==> src/rtl/seg7_reader.sv <==
// seg7_reader: watches the multiplexed digit-enable / segment lines of a
// 7-segment display and decodes each glyph back into its hex nibble.
// Captured digits are assembled into a frame and handed out on valid/ready.
//
// Parameters:
//   NUM_DIGITS    (1..8) number of multiplexed digits
//   STABLE_CYCLES (>=1)  identical consecutive samples before a capture
// Ports:
//   i_clk    clock, rising edge
//   i_rst    synchronous reset, active-high
//   i_an     digit enables, active-low, bit k = digit k
//   i_seg7   segments, active-low, bit6=g .. bit0=a
//   o_value  decoded frame, nibble k = digit k
//   o_err    frame contained at least one illegal glyph
//   o_valid  frame available
//   i_ready  consumer accepts the frame
// Optional build macro SEG7_READER_DP_EN adds:
//   i_dp     decimal point, active-low, part of the stability compare
//   o_dp     captured decimal points, active-high, bit k = digit k

module seg7_reader #(
  parameter int NUM_DIGITS    = 4,
  parameter int STABLE_CYCLES = 4
) (
  input  logic                    i_clk,
  input  logic                    i_rst,
  input  logic [NUM_DIGITS-1:0]   i_an,
  input  logic [6:0]              i_seg7,
`ifdef SEG7_READER_DP_EN
  input  logic                    i_dp,
  output logic [NUM_DIGITS-1:0]   o_dp,
`endif
  output logic [4*NUM_DIGITS-1:0] o_value,
  output logic                    o_err,
  output logic                    o_valid,
  input  logic                    i_ready
);

  localparam int CW = $clog2(STABLE_CYCLES + 1);
  localparam logic [CW-1:0] CNT_MAX = CW'(STABLE_CYCLES);
  localparam logic [CW-1:0] CNT_PRE = CW'(STABLE_CYCLES - 1);
  localparam logic [CW-1:0] CNT_ONE = CW'(1);

`ifdef SEG7_READER_DP_EN
  localparam int SW = NUM_DIGITS + 8;
`else
  localparam int SW = NUM_DIGITS + 7;
`endif

  typedef enum logic {
    COLLECT,
    PENDING
  } state_t;

  // Returns {legal, nibble}; illegal patterns decode as nibble 0.
  function automatic logic [4:0] decode(input logic [6:0] seg);
    logic [4:0] r;
    r = 5'b0_0000;
    unique case (seg)
      7'b1000000: r = 5'h10;
      7'b1111001: r = 5'h11;
      7'b0100100: r = 5'h12;
      7'b0110000: r = 5'h13;
      7'b0011001: r = 5'h14;
      7'b0010010: r = 5'h15;
      7'b0000010: r = 5'h16;
      7'b1011000: r = 5'h17;
      7'b0000000: r = 5'h18;
      7'b0010000: r = 5'h19;
      7'b0001000: r = 5'h1A;
      7'b0000011: r = 5'h1B;
      7'b1000110: r = 5'h1C;
      7'b0100001: r = 5'h1D;
      7'b0000110: r = 5'h1E;
      7'b0001110: r = 5'h1F;
      default:    r = 5'h00;
    endcase
    return r;
  endfunction

  state_t                  state;
  logic [SW-1:0]           prev;
  logic [CW-1:0]           cnt;
  logic [NUM_DIGITS-1:0]   seen;
  logic                    acc;
  logic [4*NUM_DIGITS-1:0] slots;
`ifdef SEG7_READER_DP_EN
  logic [NUM_DIGITS-1:0]   slot_dp;
`endif

  logic [SW-1:0]         cur;
  logic [NUM_DIGITS-1:0] sel;
  logic                  one_hot;
  logic                  same;
  logic [4:0]            dec;
  logic                  legal;
  logic [3:0]            nib;
  logic                  cap;
  logic [NUM_DIGITS-1:0] cap_mask;
  logic [NUM_DIGITS-1:0] seen_nxt;
  logic [CW-1:0]         cnt_nxt;
  logic                  out_free;
  logic                  load;

  always_comb begin
`ifdef SEG7_READER_DP_EN
    cur = {i_dp, i_an, i_seg7};
`else
    cur = {i_an, i_seg7};
`endif
    sel     = ~i_an;
    one_hot = $onehot(sel);
    same    = (cur == prev);
    dec     = decode(i_seg7);
    legal   = dec[4];
    nib     = dec[3:0];

    cnt_nxt = '0;
    if (one_hot) begin
      if (!same)
        cnt_nxt = CNT_ONE;
      else if (cnt != CNT_MAX)
        cnt_nxt = cnt + CNT_ONE;
      else
        cnt_nxt = cnt;
    end

    // Fire once on the edge the counter reaches the threshold.
    // A fresh sample loads 1, which is the threshold only when it is 1.
    cap = 1'b0;
    if (one_hot) begin
      if (same)
        cap = (cnt == CNT_PRE);
      else
        cap = (STABLE_CYCLES == 1);
    end

    cap_mask = cap ? sel : '0;
    seen_nxt = seen | cap_mask;
    out_free = !o_valid || i_ready;
    load     = (state == PENDING) && out_free;
  end

  always_ff @(posedge i_clk) begin
    if (i_rst) begin
      state   <= COLLECT;
      prev    <= '1;
      cnt     <= '0;
      seen    <= '0;
      acc     <= 1'b0;
      slots   <= '0;
      o_value <= '0;
      o_err   <= 1'b0;
      o_valid <= 1'b0;
`ifdef SEG7_READER_DP_EN
      slot_dp <= '0;
      o_dp    <= '0;
`endif
    end else begin
      prev <= cur;
      cnt  <= cnt_nxt;

      for (int k = 0; k < NUM_DIGITS; k++) begin
        if (cap_mask[k]) begin
          slots[4*k +: 4] <= nib;
`ifdef SEG7_READER_DP_EN
          slot_dp[k] <= ~i_dp;
`endif
        end
      end

      if (o_valid && i_ready)
        o_valid <= 1'b0;

      unique case (state)
        COLLECT: begin
          seen <= seen_nxt;
          if (cap && !legal)
            acc <= 1'b1;
          if (&seen_nxt)
            state <= PENDING;
        end
        PENDING: begin
          if (load) begin
            o_value <= slots;
            o_err   <= acc;
            o_valid <= 1'b1;
`ifdef SEG7_READER_DP_EN
            o_dp    <= slot_dp;
`endif
            // A capture landing on the load edge seeds the next frame.
            seen  <= cap_mask;
            acc   <= cap && !legal;
            state <= COLLECT;
          end else begin
            seen <= seen_nxt;
            if (cap && !legal)
              acc <= 1'b1;
          end
        end
        default: state <= COLLECT;
      endcase
    end
  end

endmodule

==> config.mk <==
export PLATFORM = sky130hd
export DESIGN_NAME = seg7_reader
export DESIGN_NICKNAME = d
export VERILOG_FILES = /design/src/rtl/seg7_reader.sv
export SDC_FILE = /design/constraint.sdc
export NUM_CORES = 1
export LEC_CHECK = 0
export BUFFER_PORTS_ARGS = -buffer_cell sky130_fd_sc_hd__buf_2
export CAP_MARGIN = 30
export CORE_ASPECT_RATIO = 0.5
export CORE_MARGIN = 1.5
export CORE_UTILIZATION = 45
export DETAILED_ROUTE_END_ITERATION = 7
export GPL_ROUTABILITY_DRIVEN = 0
export PLACE_DENSITY = 0.74
export SLEW_MARGIN = 15
export SYNTH_ARGS = -nofsm -noshare
export SYNTH_HDL_FRONTEND = slang
export SYNTH_SLANG_ARGS = --single-unit
==> constraint.sdc <==
create_clock -name i_clk -period 3.5 [get_ports i_clk]
set_input_delay 0.175 -clock i_clk [delete_from_list [all_inputs] [get_ports i_clk]]
set_output_delay 0.175 -clock i_clk [all_outputs]
set_load 0.02 [all_outputs]
==> results of run 1 <==
==> cells in the final DEF, fill, tap and decap left out, types with 5 or more instances in the layout <==
cell type	n
nor3_1	5
xnor2_1	8
nand2b_1	5
or2_2	12
clkbuf_16	5
nor4_1	5
a211oi_2	7
ha_1	5
nand2_1	39
nor2_1	15
dfxtp_1	54
buf_2	31
inv_1	6
o21ai_0	7
a21oi_1	34
==> state kept, by name (all words and copies together) (netlist names) <==
register / cells
o_value: 16
slots: 16
prev: 11
seen: 4
cnt: 3
acc: 1
o_err: 1
o_valid: 1
state: 1
==> per-stage QoR <==
stage / util / area [um^2] / setup slack [ps] / hold WS, ps
global route: 0.528 / 2950 / 731 / 133
detailed placement: 0.502 / 2800 / 656 / 415
floorplan: - / 2650 / 1100 / 282
finish: 0.528 / 2950 / 880 / 116
CTS: 0.528 / 2950 / 917 / 118
global placement: 0.502 / 2800 / 810 / 407
==> worst paths after layout <==
check	start	end	slack [ps]	cells past startpoint
min reg2reg	slots[15]$_SDFFE_PP0P_	o_value[15]$_SDFFE_PP0P_	450	2
min	i_an[2]	prev[9]$_SDFF_PP1_	120	2
max	i_an[0]	slots[10]$_SDFFE_PP0P_	880	10
max reg2reg	prev[7]$_SDFF_PP1_	slots[10]$_SDFFE_PP0P_	1560	5
==> per-layer routing <==
metal | global-route usage | vias up | wire length (um)
met5 | 0 | - | 0
met4 | 0.0398 | 0 | 27
met3 | 0.0489 | 2 | 299
met2 | 0.284 | 39 | 2430
met1 | 0.243 | 952 | 2610
li1 | - | 1050 | -
==> worst max-delay path: cells and delay by family <==
family	cells	cell delay [ps]
adders and majority gates	3	980
buffers and inverters	2	180
AOI/OAI and AO/OA	2	520
and+or+nand+nor	3	950
==> area by class of cell <==
cell class / count / area [um^2] / area share
multi-input cells: 208 / 1430 / 0.484
flip-flops and latches: 54 / 1080 / 0.366
repair buffers: 33 / 170 / 0.0577
clock buffers: 7 / 143 / 0.0483
well taps: 73 / 91.3 / 0.0309
inverters: 9 / 33.8 / 0.0114
clock inverters: 1 / 5.00 / 0.00170
==> kinds of logic (layout without fill, tap and decap cells) <==
group	Yosys count	in the layout	share of synthesized area
AOI/OAI and AO/OA	70	70	0.178
xor gates and xnor gates	12	12	0.0553
adders and majority gates	6	6	0.0312
buffers and inverters	28	50	0.0529
DFF	54	54	0.408
muxes	3	3	0.0113
and+or+nand+nor	117	117	0.263
==> power by group <==
part           total (uW)  switching (uW)  internal (uW)
combinational         113            69.3           44.1
sequential            627            4.82            622
clock                 488             205            284
total                1230             279            950
==> results.json, run 1 <==
{
  "rsz0062_at_grt": "false",
  "synthTopCellsByCount": "54 x dfxtp_1, 39 x nand2_1, 34 x a21oi_1",
  "antenna_left": 0,
  "path_max_fanout": 4,
  "worst_ep_arrival_time_ps": 2820,
  "avgSynthCellArea_um2": 9.13,
  "peakVddDrop_v": 0.000214,
  "grt_pass1_vias": 1908,
  "finalMaxSlewViolations": 0,
  "track_usage": 0.177,
  "hpwl_um": 3650,
  "fp.dieArea_um2": 6380,
  "startpoint_type": "primary input",
  "design.core.area_um2": 5590,
  "antenna_found_initial": 0,
  "setup_viol": 0,
  "clk_pin_slew_ps": 70,
  "synth_top_area_frac": 0.408,
  "cts_hold_buf": 0,
  "outcome": "finished clean",
  "skew_ps": 5.64,
  "ys_seq_area_frac": 0.408,
  "nNetsFinal": 331,
  "drc": 0,
  "fp.dieH_um": 57.3,
  "p_total_uw": 1230,
  "finalCritPeriodShare": 0.749,
  "fin_cells": 385,
  "cp_cell_sequence": "buf_2, fa_1, inv_1, ha_1, ha_1, nor3b_1, nand3_1, nor4_1, o21ai_0, a21oi_1",
  "clk_path_buf_depth": 2,
  "port_buffers": 31,
  "ys_seq_elements": 54,
  "cap_viol_max_count": 0,
  "clock_latency_ps": 280,
  "tightest_slew_ps": 932,
  "layout-drive-gt1-share": 0.244,
  "synth_cell_type_count": 53,
  "drt_iter0_markers": 119,
  "cts_tree": "done",
  "vias": 2043,
  "wl_um": 5370,
  "hold_viol": 0,
  "yosysWarnings": 0,
  "yosys.area.top_type": "dfxtp_1",
  "synth_ff_type": "dfxtp_1",
  "clock-sinks": 54,
  "cts_resized": 0,
  "tns_ps": 0,
  "die_w_um": 112,
  "clock.fmax_mhz": 382,
  "syn_area_um2": 2650,
  "slowest_stage": "fa_1",
  "cp_slowest_stage_delay_ps": 530,
  "powerDensity_nw_per_um2": 416,
  "grt_overflow": 0,
  "placed_cells": 377,
  "fill_cells": 532,
  "required_ps": 3700,
  "maxSlewHeadroom": 0.379,
  "drtPass1Iterations": 4,
  "htree_levels": 2,
  "postSynth.asyncResetShare": 0,
  "grt_max_degree": 57,
  "cts_buffers": 5,
  "synth_edf_count": 0,
  "power.leakage_uw": 0.00112,
  "period_needed_ps": 2620,
  "rows": 19,
  "grt_pass1_wl_um": 9060,
  "end_kind": "flop",
  "root_buffer": "clkbuf_16",
  "wl_per_cell_um": 13.9,
  "initial_utilization": 0.474,
  "post_cts.repair.setup_buffers": 0,
  "hold_path_class": "primary input to flop",
  "ios": 32,
  "diodes": 0,
  "crit_top_cell": "ha_1",
  "syn_nets": 310,
  "worstSetupPathType": "primary input to flop",
  "vias_per_cell": 5.31,
  "area_growth_pct": 11.4,
  "synthCells": 290,
  "yosysMostFrequentCell": "dfxtp_1",
  "synth.area.top_cells": "dfxtp_1 41%, a21oi_1 6.4%, nand2_1 5.5%, a211oi_2 3.3%, or2_2 2.8%"
}
Note: power is estimated with default switching activity, not from simulation.
==> run 2: changes to the inputs <==
==> constraint.sdc (replaced) <==
create_clock -name i_clk -period 2.45 [get_ports i_clk]
set_input_delay 0.1225 -clock i_clk [delete_from_list [all_inputs] [get_ports i_clk]]
set_output_delay 0.1225 -clock i_clk [all_outputs]
set_load 0.02 [all_outputs]
==> results.json, run 2 (synthesis gave the netlist of run 1 again) <==
{
  "clk_pin_slew_ps": 70,
  "critPathLaunch": "i_an[0]",
  "finalMaxSlewViolations": 0,
  "grt_max_degree": 42,
  "vias": 2104,
  "ff2ff_path_depth": 6,
  "tightest_slew_ps": 721,
  "fp.dieArea_um2": 6380,
  "power.leakage_uw": 0.00117,
  "dp_slack_ps": -185,
  "placed_cells": 385,
  "nNetsFinal": 339,
  "fin_cells": 393,
  "clock-sinks": 54,
  "rows": 19,
  "cap_viol_max_count": 0,
  "clock.fmax_mhz": 449,
  "top_regs": "o_value x16, slots x16, prev x11",
  "finalCritPeriodShare": 0.909,
  "peakVddDrop_v": 0.000400,
  "critical_path.endpoint": "slots[12]$_SDFFE_PP0P_",
  "htree_levels": 2,
  "outcome": "finished clean",
  "diodes": 0,
  "timing.final.ws_setup_ps": 222,
  "r2r-start": "prev[7]$_SDFF_PP1_",
  "path_max_fanout": 17,
  "grt_pass1_vias": 1979,
  "hold_viol": 0,
  "drtPass1Iterations": 4,
  "hold_path_class": "primary input to flop",
  "wl_per_cell_um": 13.6,
  "cts_tree": "done",
  "rsz0062_at_grt": "false",
  "antenna_found_initial": 0,
  "p_total_uw": 1790,
  "post_cts.repair.setup_buffers": 0,
  "clk_path_buf_depth": 2,
  "worst_ep_arrival_time_ps": 2370,
  "cts_buffers": 5,
  "antenna_left": 0,
  "layout-drive-gt1-share": 0.269,
  "period_needed_ps": 2230,
  "drt_iter0_markers": 116,
  "startpoint_type": "primary input",
  "worstSetupPathType": "primary input to flop",
  "grt_pass1_wl_um": 8870,
  "r2r-end": "slots[12]$_SDFFE_PP0P_",
  "powerDensity_nw_per_um2": 591,
  "final_common_cell": "dfxtp_1",
  "fill_cells": 498,
  "end_kind": "flop",
  "reg2reg_slack_ps": 730,
  "skew_ps": 6.30,
  "layout.cells.most_common_list": "54 x dfxtp_1, 39 x nand2_1, 34 x a21oi_1",
  "required_ps": 2590,
  "area_growth_pct": 14.2,
  "grt_overflow": 0,
  "drc": 0,
  "setup_viol": 0,
  "wl_um": 5350,
  "root_buffer": "clkbuf_16",
  "track_usage": 0.173,
  "design.core.area_um2": 5590,
  "maxSlewHeadroom": 0.518,
  "hpwl_um": 3900,
  "fp.dieH_um": 57.3,
  "clock_latency_ps": 290,
  "cts_hold_buf": 0,
  "initial_utilization": 0.474,
  "die_w_um": 112,
  "port_buffers": 31,
  "vias_per_cell": 5.35,
  "ios": 32
}
## run 2: cell types whose count changed in the layout (fill, tap and decap cells not counted)
cell      previous run  this run
nor3b_2              0         1
clkinv_2             1         0
clkbuf_1             1         0
nor3b_1              3         2
clkinv_4             0         2
buf_4                2        10
## run 2: how the worst min path moves through the flow
stage	start	to	slack, ps	cells past startpoint
finish	i_an[2]	prev[9]$_SDFF_PP1_	60	2
global route	i_an[2]	prev[9]$_SDFF_PP1_	80	2
CTS	i_an[2]	prev[9]$_SDFF_PP1_	60	2
detailed placement	i_an[2]	prev[9]$_SDFF_PP1_	360	2
global placement	i_an[2]	prev[9]$_SDFF_PP1_	350	2
floorplan	i_an[3]	prev[10]$_SDFF_PP1_	230	1
## run 2: timing repair
| action | in CTS | in global routing |
|---|---|---|
| endpoints found under the setup margin | 0 | 7 |
| gates resized for setup | 0 | 1 |
| hold endpoints to repair | 0 | 0 |
## run 2: metal layers
metal	global-route usage	part of all wire	up-vias
met5	0	0	-
met4	0.0597	0.0050	0
met3	0.0446	0.036	2
met2	0.283	0.46	48
met1	0.227	0.50	988
li1	-	-	1066
## run 2: layout make-up
type / instances / area, um^2 / area share
inverters: 9 / 33.8 / 0.0112
repair buffers: 41 / 230 / 0.0761
clock buffers: 6 / 139 / 0.0459
well taps: 73 / 91.3 / 0.0302
flip-flops and latches: 54 / 1080 / 0.357
multi-input cells: 208 / 1430 / 0.474
clock inverters: 2 / 17.5 / 0.00579
## run 2: where the power goes
part / internal [uW] / switching [uW] / leakage, uW
combinational: 68.8 / 102 / 0.000656
clock: 410 / 312 / 0.0000770
sequential: 889 / 7.05 / 0.000438
## run 2: worst max-delay path, stage by stage
cell and delay (ps):
buf_2 120, fa_1 540, inv_1 40, ha_1 170, ha_1 300, nor3b_2 260, nand2_1 120, nor4_4 160
buf_4 250, and2_1 200, a211oi_2 70
## run 2: through the flow
stage / TNS [ps] / utilization / hold WS (ps) / area (um^2)
global placement: -292 / 0.513 / 353 / 2860
finish: 0 / 0.542 / 64.5 / 3030
floorplan: 0 / - / 229 / 2650
CTS: 0 / 0.541 / 59.9 / 3020
global route: 0 / 0.542 / 79.8 / 3030
detailed placement: -1810 / 0.513 / 360 / 2860
